<file path="src/rtl/gx_fifo_pkg.sv">
// gx_fifo_pkg: shared types and constants for the GX FIFO command serializer
package gx_fifo_pkg;
    localparam int WORD_W = 32;
    localparam int LANES = 4;
    localparam logic [7:0] PAD_BYTE = 8'h00;

    typedef logic [2:0] byte_cnt_t;

    typedef enum logic [1:0] {IDLE, PAD, DRAIN, DONE} state_t;

    // ones in the low n byte lanes (n = 0..4; larger values saturate to all lanes)
    function automatic logic [WORD_W-1:0] lane_mask(input byte_cnt_t n);
        return (n >= 3'd4) ? '1 : (32'd1 << {n, 3'b000}) - 32'd1;
    endfunction
endpackage

</file>
<file path="src/rtl/command_serializer_if.sv">
// command_serializer_if: command-stream write port plus GX FIFO write port
interface command_serializer_if;
    import gx_fifo_pkg::*;
    logic              WriteValid;
    logic              WriteReady;
    byte_cnt_t         WriteBytes;
    logic [WORD_W-1:0] WriteData;
    logic              Flush;
    logic              FlushDone;
    logic              GXFIFOWrite;
    logic              GXFIFOFull;
    logic [WORD_W-1:0] GXFIFOData;
    logic [1:0]        Pending;

    modport slave (
        input  WriteValid, WriteBytes, WriteData, Flush, GXFIFOFull,
        output WriteReady, FlushDone, GXFIFOWrite, GXFIFOData, Pending
    );

    modport master (
        output WriteValid, WriteBytes, WriteData, Flush, GXFIFOFull,
        input  WriteReady, FlushDone, GXFIFOWrite, GXFIFOData, Pending
    );
endinterface

</file>
<file path="src/rtl/byte_lane_merge.sv">
// byte_lane_merge: appends 1..4 right-aligned bytes to a partial word, splitting off any overflow
module byte_lane_merge
    import gx_fifo_pkg::*;
(
    input  logic [WORD_W-1:0] acc,
    input  logic [1:0]        count,
    input  logic [WORD_W-1:0] data,
    input  byte_cnt_t         bytes,
    output logic [WORD_W-1:0] word,
    output logic [WORD_W-1:0] rest,
    output logic [1:0]        new_count,
    output logic              full
);
    logic [WORD_W-1:0] payload;
    logic [2:0]        sum;

    // mask both sides so stale lanes never leak in; the overflow shift is 32 when count is 0, which yields zero
    always_comb begin
        payload = data & lane_mask(bytes);
        sum = {1'b0, count} + bytes;
        word = (acc & lane_mask({1'b0, count})) | (payload << {count, 3'b000});
        rest = payload >> {3'd4 - {1'b0, count}, 3'b000};
        new_count = sum[1:0];
        full = sum[2];
    end
endmodule

</file>
<file path="src/rtl/command_serializer.sv">
// command_serializer: packs 1-4 byte command writes into 32-bit GX FIFO words
// Optional flush (PAD/DRAIN/DONE) is built when COMMAND_SERIALIZER_FLUSH_EN is defined.
module command_serializer
    import gx_fifo_pkg::*;
(
    input logic                  clk,
    input logic                  reset,
    command_serializer_if.slave  bus
);
    state_t            state;
    logic [WORD_W-1:0] acc;
    logic [WORD_W-1:0] out_word;
    logic [1:0]        count;
    logic              out_valid;
    logic              flush_done;

    logic              push;
    logic              slot_free;
    logic              wr_hs;
    logic              legal;
    logic              pad_acc;
    logic              take;
    byte_cnt_t         m_bytes;
    logic [WORD_W-1:0] m_data;
    logic [WORD_W-1:0] m_word;
    logic [WORD_W-1:0] m_rest;
    logic [1:0]        m_count;
    logic              m_full;

    assign push = out_valid & ~bus.GXFIFOFull;
    assign slot_free = ~out_valid | ~bus.GXFIFOFull;
    assign bus.WriteReady = (state == IDLE) & slot_free;
    assign wr_hs = bus.WriteValid & bus.WriteReady;
    assign legal = (bus.WriteBytes != 3'd0) && (bus.WriteBytes <= 3'd4);
    assign pad_acc = (state == PAD) & slot_free;
    assign take = (wr_hs & legal) | pad_acc;

    // PAD reuses the write merge path with enough zero bytes to complete the word
    assign m_bytes = (state == PAD) ? 3'd4 - {1'b0, count} : bus.WriteBytes;
    assign m_data = (state == PAD) ? {LANES{PAD_BYTE}} : bus.WriteData;

    assign bus.GXFIFOWrite = push;
    assign bus.GXFIFOData = out_word;
    assign bus.FlushDone = flush_done;
    assign bus.Pending = count;

    byte_lane_merge merge (
        .acc      (acc),
        .count    (count),
        .data     (m_data),
        .bytes    (m_bytes),
        .word     (m_word),
        .rest     (m_rest),
        .new_count(m_count),
        .full     (m_full)
    );

`ifndef COMMAND_SERIALIZER_FLUSH_EN
    logic unused_flush;
    assign unused_flush = bus.Flush;
`endif

    // accumulator, output slot and flush sequencing
    always_ff @(posedge clk or posedge reset) begin
        if (reset) begin
            state <= IDLE;
            acc <= '0;
            count <= '0;
            out_word <= '0;
            out_valid <= 1'b0;
            flush_done <= 1'b0;
        end else begin
            if (take) begin
                acc <= m_full ? m_rest : m_word;
                count <= m_count;
            end
            if (take && m_full) begin
                out_word <= m_word;
                out_valid <= 1'b1;
            end else if (push) begin
                out_valid <= 1'b0;
            end
            flush_done <= 1'b0;
`ifdef COMMAND_SERIALIZER_FLUSH_EN
            case (state)
                IDLE: begin
                    if (bus.Flush && !wr_hs) begin
                        if (count != 2'd0) begin
                            state <= PAD;
                        end else if (out_valid) begin
                            state <= DRAIN;
                        end else begin
                            state <= DONE;
                            flush_done <= 1'b1;
                        end
                    end
                end
                PAD: if (pad_acc) state <= DRAIN;
                DRAIN: begin
                    if (push || !out_valid) begin
                        state <= DONE;
                        flush_done <= 1'b1;
                    end
                end
                default: state <= IDLE;
            endcase
`else
            state <= IDLE;
`endif
        end
    end
endmodule

</file>
<file path="src/flat_wrapper.sv">
// flat-port wrapper written by rule: the top's interface ports become plain ports
module command_serializer_flat import gx_fifo_pkg::*;
  (clk, reset, bus_WriteValid, bus_WriteBytes, bus_WriteData, bus_Flush, bus_GXFIFOFull, bus_WriteReady, bus_FlushDone, bus_GXFIFOWrite, bus_GXFIFOData, bus_Pending);
  command_serializer_if bus_i ();
  input logic clk;
  input logic reset;
  input wire logic [$bits(bus_i.WriteValid)-1:0] bus_WriteValid;
  input wire logic [$bits(bus_i.WriteBytes)-1:0] bus_WriteBytes;
  input wire logic [$bits(bus_i.WriteData)-1:0] bus_WriteData;
  input wire logic [$bits(bus_i.Flush)-1:0] bus_Flush;
  input wire logic [$bits(bus_i.GXFIFOFull)-1:0] bus_GXFIFOFull;
  output wire logic [$bits(bus_i.WriteReady)-1:0] bus_WriteReady;
  output wire logic [$bits(bus_i.FlushDone)-1:0] bus_FlushDone;
  output wire logic [$bits(bus_i.GXFIFOWrite)-1:0] bus_GXFIFOWrite;
  output wire logic [$bits(bus_i.GXFIFOData)-1:0] bus_GXFIFOData;
  output wire logic [$bits(bus_i.Pending)-1:0] bus_Pending;
  assign bus_i.WriteValid = bus_WriteValid;
  assign bus_i.WriteBytes = bus_WriteBytes;
  assign bus_i.WriteData = bus_WriteData;
  assign bus_i.Flush = bus_Flush;
  assign bus_i.GXFIFOFull = bus_GXFIFOFull;
  assign bus_WriteReady = bus_i.WriteReady;
  assign bus_FlushDone = bus_i.FlushDone;
  assign bus_GXFIFOWrite = bus_i.GXFIFOWrite;
  assign bus_GXFIFOData = bus_i.GXFIFOData;
  assign bus_Pending = bus_i.Pending;
  command_serializer u_core (.clk(clk), .reset(reset), .bus(bus_i));
endmodule
</file>
<file path="config.mk">
export PLATFORM = sky130hd
export DESIGN_NAME = command_serializer_flat
export DESIGN_NICKNAME = d
export VERILOG_FILES = /design/src/rtl/gx_fifo_pkg.sv /design/src/rtl/command_serializer_if.sv /design/src/rtl/byte_lane_merge.sv /design/src/rtl/command_serializer.sv /design/src/flat_wrapper.sv
export SDC_FILE = /design/constraint.sdc
export NUM_CORES = 1
export LEC_CHECK = 0
export ABC_AREA = 1
export ABC_CLOCK_PERIOD_IN_PS = 4900
export BUFFER_PORTS_ARGS = -buffer_cell sky130_fd_sc_hd__clkbuf_2
export CAP_MARGIN = 25
export CORE_MARGIN = 3
export CORE_UTILIZATION = 52
export DETAILED_ROUTE_END_ITERATION = 6
export PLACE_DENSITY = 0.85
export SLEW_MARGIN = 10
export SYNTH_ARGS = -nofsm -noshare
export SYNTH_HDL_FRONTEND = slang
export SYNTH_HIERARCHICAL = 1
export SYNTH_SLANG_ARGS = --single-unit
</file>
<file path="constraint.sdc">
create_clock -name clk -period 4.9 [get_ports clk]
set_input_delay 0.245 -clock clk [delete_from_list [all_inputs] [get_ports clk]]
set_output_delay 0.245 -clock clk [all_outputs]
set_load 0.03 [all_outputs]
</file>
## After elaboration in Yosys (flattened, before gate mapping)

Cells that the tools add are included.

| cells by class | value |
|---|---|
| add/subtract/negate cells | 4 |
| order comparisons | 2 |
| shifts and indexed selects | 4 |
| mux-type cells | 4 |
| bitwise operators | 9 |
| reduce and logical (&&, ||, !) cells | 4 |

Operators with widths:

| operator | number |
|---|---|
| 32-bit AND | 2 |
| 32-bit 2-to-1 mux | 2 |
| 32-bit by 1-bit subtractor with 32-bit output (second input constant) | 2 |
| 32-bit bitwise OR | 1 |
| 1-bit by 5-bit left shift with 32-bit output (first input constant) | 1 |
| 1-bit by 6-bit left shift with 32-bit output (first input constant) | 1 |
| 32-bit by 5-bit left shift with 32-bit output | 1 |
| 32-bit by 6-bit >> shifter with 32-bit output | 1 |
| 2-bit by 3-bit adder with 3-bit output | 1 |
| 1-bit AND | 3 |
| 3-bit greater-or-equal comparator (second input constant) | 1 |
| 3-bit less-or-equal comparator (second input constant) | 1 |
| 3-bit nonzero test | 1 |
| 3-bit by 2-bit subtractor with 3-bit output (first input constant) | 1 |
| 1-bit logical AND | 2 |
| 1-bit 2-to-1 mux | 2 |
| 1-bit NOT | 2 |
| 2-bit nonzero test | 1 |
| 1-bit bitwise OR | 1 |

| storage, ports and cells | value |
|---|---|
| bits in registers | 67 |
| input bits | 40 |

## Logic depth before layout (Yosys ltp)

| logic depth | value |
|---|---|
| word-level depth | 7 |
| gate-level depth with buffers | 15 |

## Hierarchy

Netlist, hierarchy kept.

Modules (own cells, without submodules):

| module | times used | cells an instance | area an instance (um^2) | sequential area each (um^2) |
|---|---|---|---|---|
| command_serializer | 1 | 409 | 3,208.1 | 1,676.6 |
| byte_lane_merge | 1 | 345 | 1,731.7 | 0.0 |

## Worst setup path after synthesis

OpenSTA, ideal clock, no wires.

| path | value |
|---|---|
| path type | flip-flop to flip-flop |
| start | register u_core.count[0], in the netlist u_core/bus.Pending[0] |
| end | register u_core.acc[29] |
| library setup time | 0.065 ns |
| data arrival time | 2.684 ns |
| data required time | 4.835 ns |
| setup slack | 2.151 ns |
| cell stages (with the launch flop) | 16 |
| clock period less this slack | 2.749 ns |
| cell sequence | dfrtp_1 buf_2 inv_2 buf_2 ha_1 buf_2 clkinv_1 ha_1 clkbuf_2 nor3b_2 nand2_1 nand3_1 inv_1 o21ai_0 nand3_1 nand2_1 |

| between the ends | value |
|---|---|
| cells in the longest elaborated chain, start to end | 5 |
| elaborated cells on any way between the ends | 9 |
| those cells by class | add/sub: 3; shift: 3; mux: 1; bitwise: 2 |

Ends and longest elaborated chain:

| item | RTL line | source |
|---|---|---|
| start, declared | command_serializer.sv:13 | `logic [1:0] count;` |
| start signal, assigned | command_serializer.sv:75 | `count <= m_count;` |
| 1-bit by 5-bit left shift with 32-bit output | gx_fifo_pkg.sv:13 | `return (n >= 3'd4) ? '1 : (32'd1 << {n, 3'b000}) - 32'd1;` |
| 32-bit by 1-bit subtractor with 32-bit output | gx_fifo_pkg.sv:13 |  |
| 32-bit AND | byte_lane_merge.sv:21 | `word = (acc & lane_mask({1'b0, count})) \| (payload << {count, 3'b000});` |
| 32-bit bitwise OR (*) | byte_lane_merge.sv:21 |  |
| net u_core.m_word[29] | command_serializer.sv:25 | `logic [WORD_W-1:0] m_word;` |
| 32-bit 2-to-1 mux (*) | command_serializer.sv:74 | `acc <= m_full ? m_rest : m_word;` |
| end signal, assigned | command_serializer.sv:74 |  |
| end, declared | command_serializer.sv:11 | `logic [WORD_W-1:0] acc;` |

Mark *: on every way through the listed nets, which the timed path passes. The rest lies on a longest branch.
A chain may end at the register's enable or synchronous reset.

## Worst setup path in the final report

| path | value |
|---|---|
| start | register u_core.count[0], in the netlist u_core/bus.Pending[0] |
| end | register u_core.acc[30] |

Same word-level chain as after synthesis.

==> flow_summary.toml <==
[layout]
nets = 833
syn_to_final_growth_pct = 9.705
drive_gt1_share_pct = 16.22
fin_util_pct = 60.00
most-common-layout-cells = "nand2_1, nand3_1, clkbuf_2"
final_common_cell = "nand2_1"
num_antenna_cells = 0

[clock_network]
clk_pin_slew_worst_paths_ns = 0.07
hold_buffers = 0
cts_buffers = 9
root_buffer = "clkbuf_8"
cts_max_path_buffers = 2
cts_setup_buffers = 0
cts_resized = 0
cts.htree.levels = 3
cts_tree = "yes"
clock_sinks = 66
insertion_delay_ns = 0.35

[grt]
grt_pass1_wl_microns = 22960
grt_overflow_total = 0
grt_usage_pct = 27.69
grt_max_degree = 95
antenna_found_initial = 0
grt_pass1_vias = 4738

[timing]
final.setup.worst_slack_ns = 1.298
finalMaxSlewViolations = 0
max-slew-margin-rel_pct = 42.14
worst_pin_slew_ns = 0.8678
setup_viol = 0
fmax_ghz = 0.2776
rsz0062_at_grt = "no"
min_period_ns = 3.602
finClkSkew_ns = 0.005799
totalNegativeSetupSlack_ns = 0
hold_viol = 0
finalCritPeriodShare_pct = 73.51

[min_path]
hp-class = "in -> async"

[routing]
wl_per_cell_microns = 15.76
wl_met3_microns = 1133
route.met2.wl_microns = 6586
drt_iter0_markers = 535
finalWirelength_microns = 14140
met1Wirelength_microns = 6039
drtAntennaViolNets = 0
routed_via_density = 5.683
highest_layer = "met4"
drc = 0
first_pass_iters = 5
vias = 5098

[synth]
netlist_instances = 746
synth_area_per_cell_sq_um = 6.550
synth_warnings = 6
synth_nets = 794
syn_area_sq_um = 4886

[floorplan]
rows = 34
coreArea_sq_um = 8934
initial_core_util_pct = 54.69
die_area_sq_um = 10600
die-height_microns = 102.9
ios = 77
die_w_microns = 102.9

[pwr]
vdd_drop_max_uv = 314.1
seq_power_share_pct = 26.3
clockPowerShare_pct = 14.7
p_comb_share_pct = 58.9
p_leak_nw = 3.054
pwr_density_cell_nw_per_um2 = 656.6
swShare_pct = 52.07
p_int_mw = 1.687
power.net_switching_mw = 1.833

[critical_path]
ff2ff_setup_slack_ns = 1.30
worstSetupPathType = "reg -> reg"
end_kind = "register"
arrival_ns = 3.84
crit_path_start_kind = "register"
critPathMaxFanout = 42
reg2reg_depth = 13
cp.required_ns = 5.14

[placement]
hpwl_microns = 9448
gp_congestion = 0.9612
dp_slack_ns = 1.406
portBuffers = 74

[status]
status = "complete, no violations"

[flow_run]
maxCapViolCount = 0
## per-layer routing
metal / track usage (%) / up-vias
li1: - / 2466
met1: 38.15 / 2360
met2: 43.41 / 237
met3: 4.939 / 35
met4: 10.56 / 0
met5: 0 / -
## through the flow
stage	cells	hold slack (ns)	total power, mW	instance area (sq um)
4_1_cts	897	0.1572	3.496	5360
6_report	897	0.1219	3.519	5360
3_5_place_dp	882	0.4587	2.962	5141
2_1_floorplan	746	0.4417	2.469	4886
5_1_grt	897	0.1929	3.800	5360
3_3_place_gp	882	0.4534	2.906	5141
## layout make-up
cell class                 instances  area [sq um]
clock inverter                     2         60.06
inverter                          64         240.2
sequential                        66          1652
multi-input combinational        561          2676
clock buffer                      13         158.9
tap                              108         135.1
fill                             882          3573
timing repair buffer              83         437.9
## power groups by stage
stage	logic, mW	registers (mW)	clock network, mW
2_1_floorplan	1.30	1.17	0
3_3_place_gp	1.98	0.922	0
3_5_place_dp	2.03	0.934	0
4_1_cts	2.04	0.928	0.527
5_1_grt	2.29	0.960	0.549
6_report	2.07	0.927	0.519
## critical path: stages, from the launching register on
cell and delay, ns:
dfrtp_1 0.36, buf_4 0.28, inv_2 0.09, buf_4 0.42
ha_1 0.61, clkinv_1 0.47, ha_1 0.44, nor3b_2 0.27
nand2_1 0.10, nand3_1 0.10, inv_1 0.06, o21ai_0 0.08
nand3_1 0.13, nand2_1 0.06
## registers in the layout, indices dropped and copies added, names as in the netlist
| register | flops |
|---|---|
| u_core/acc | 31 |
| u_core/bus.Pending | 2 |
| u_core/bus.GXFIFOData | 32 |
| u_core/out_valid | 1 |
## path summary, 6_finish.rpt
path	start	to
max in group asynchronous	reset	u_core/acc[30]
worst max register to register	u_core/bus.Pending[0]	u_core/acc[30]
worst max-delay path	u_core/bus.Pending[0]	u_core/acc[30]
worst min register to register	u_core/acc[28]	u_core/acc[28]
min in group clk	bus_GXFIFOFull	u_core/out_valid
worst min-delay path	reset	u_core/bus.GXFIFOData[9]
(Power assumes the default switching activity.)
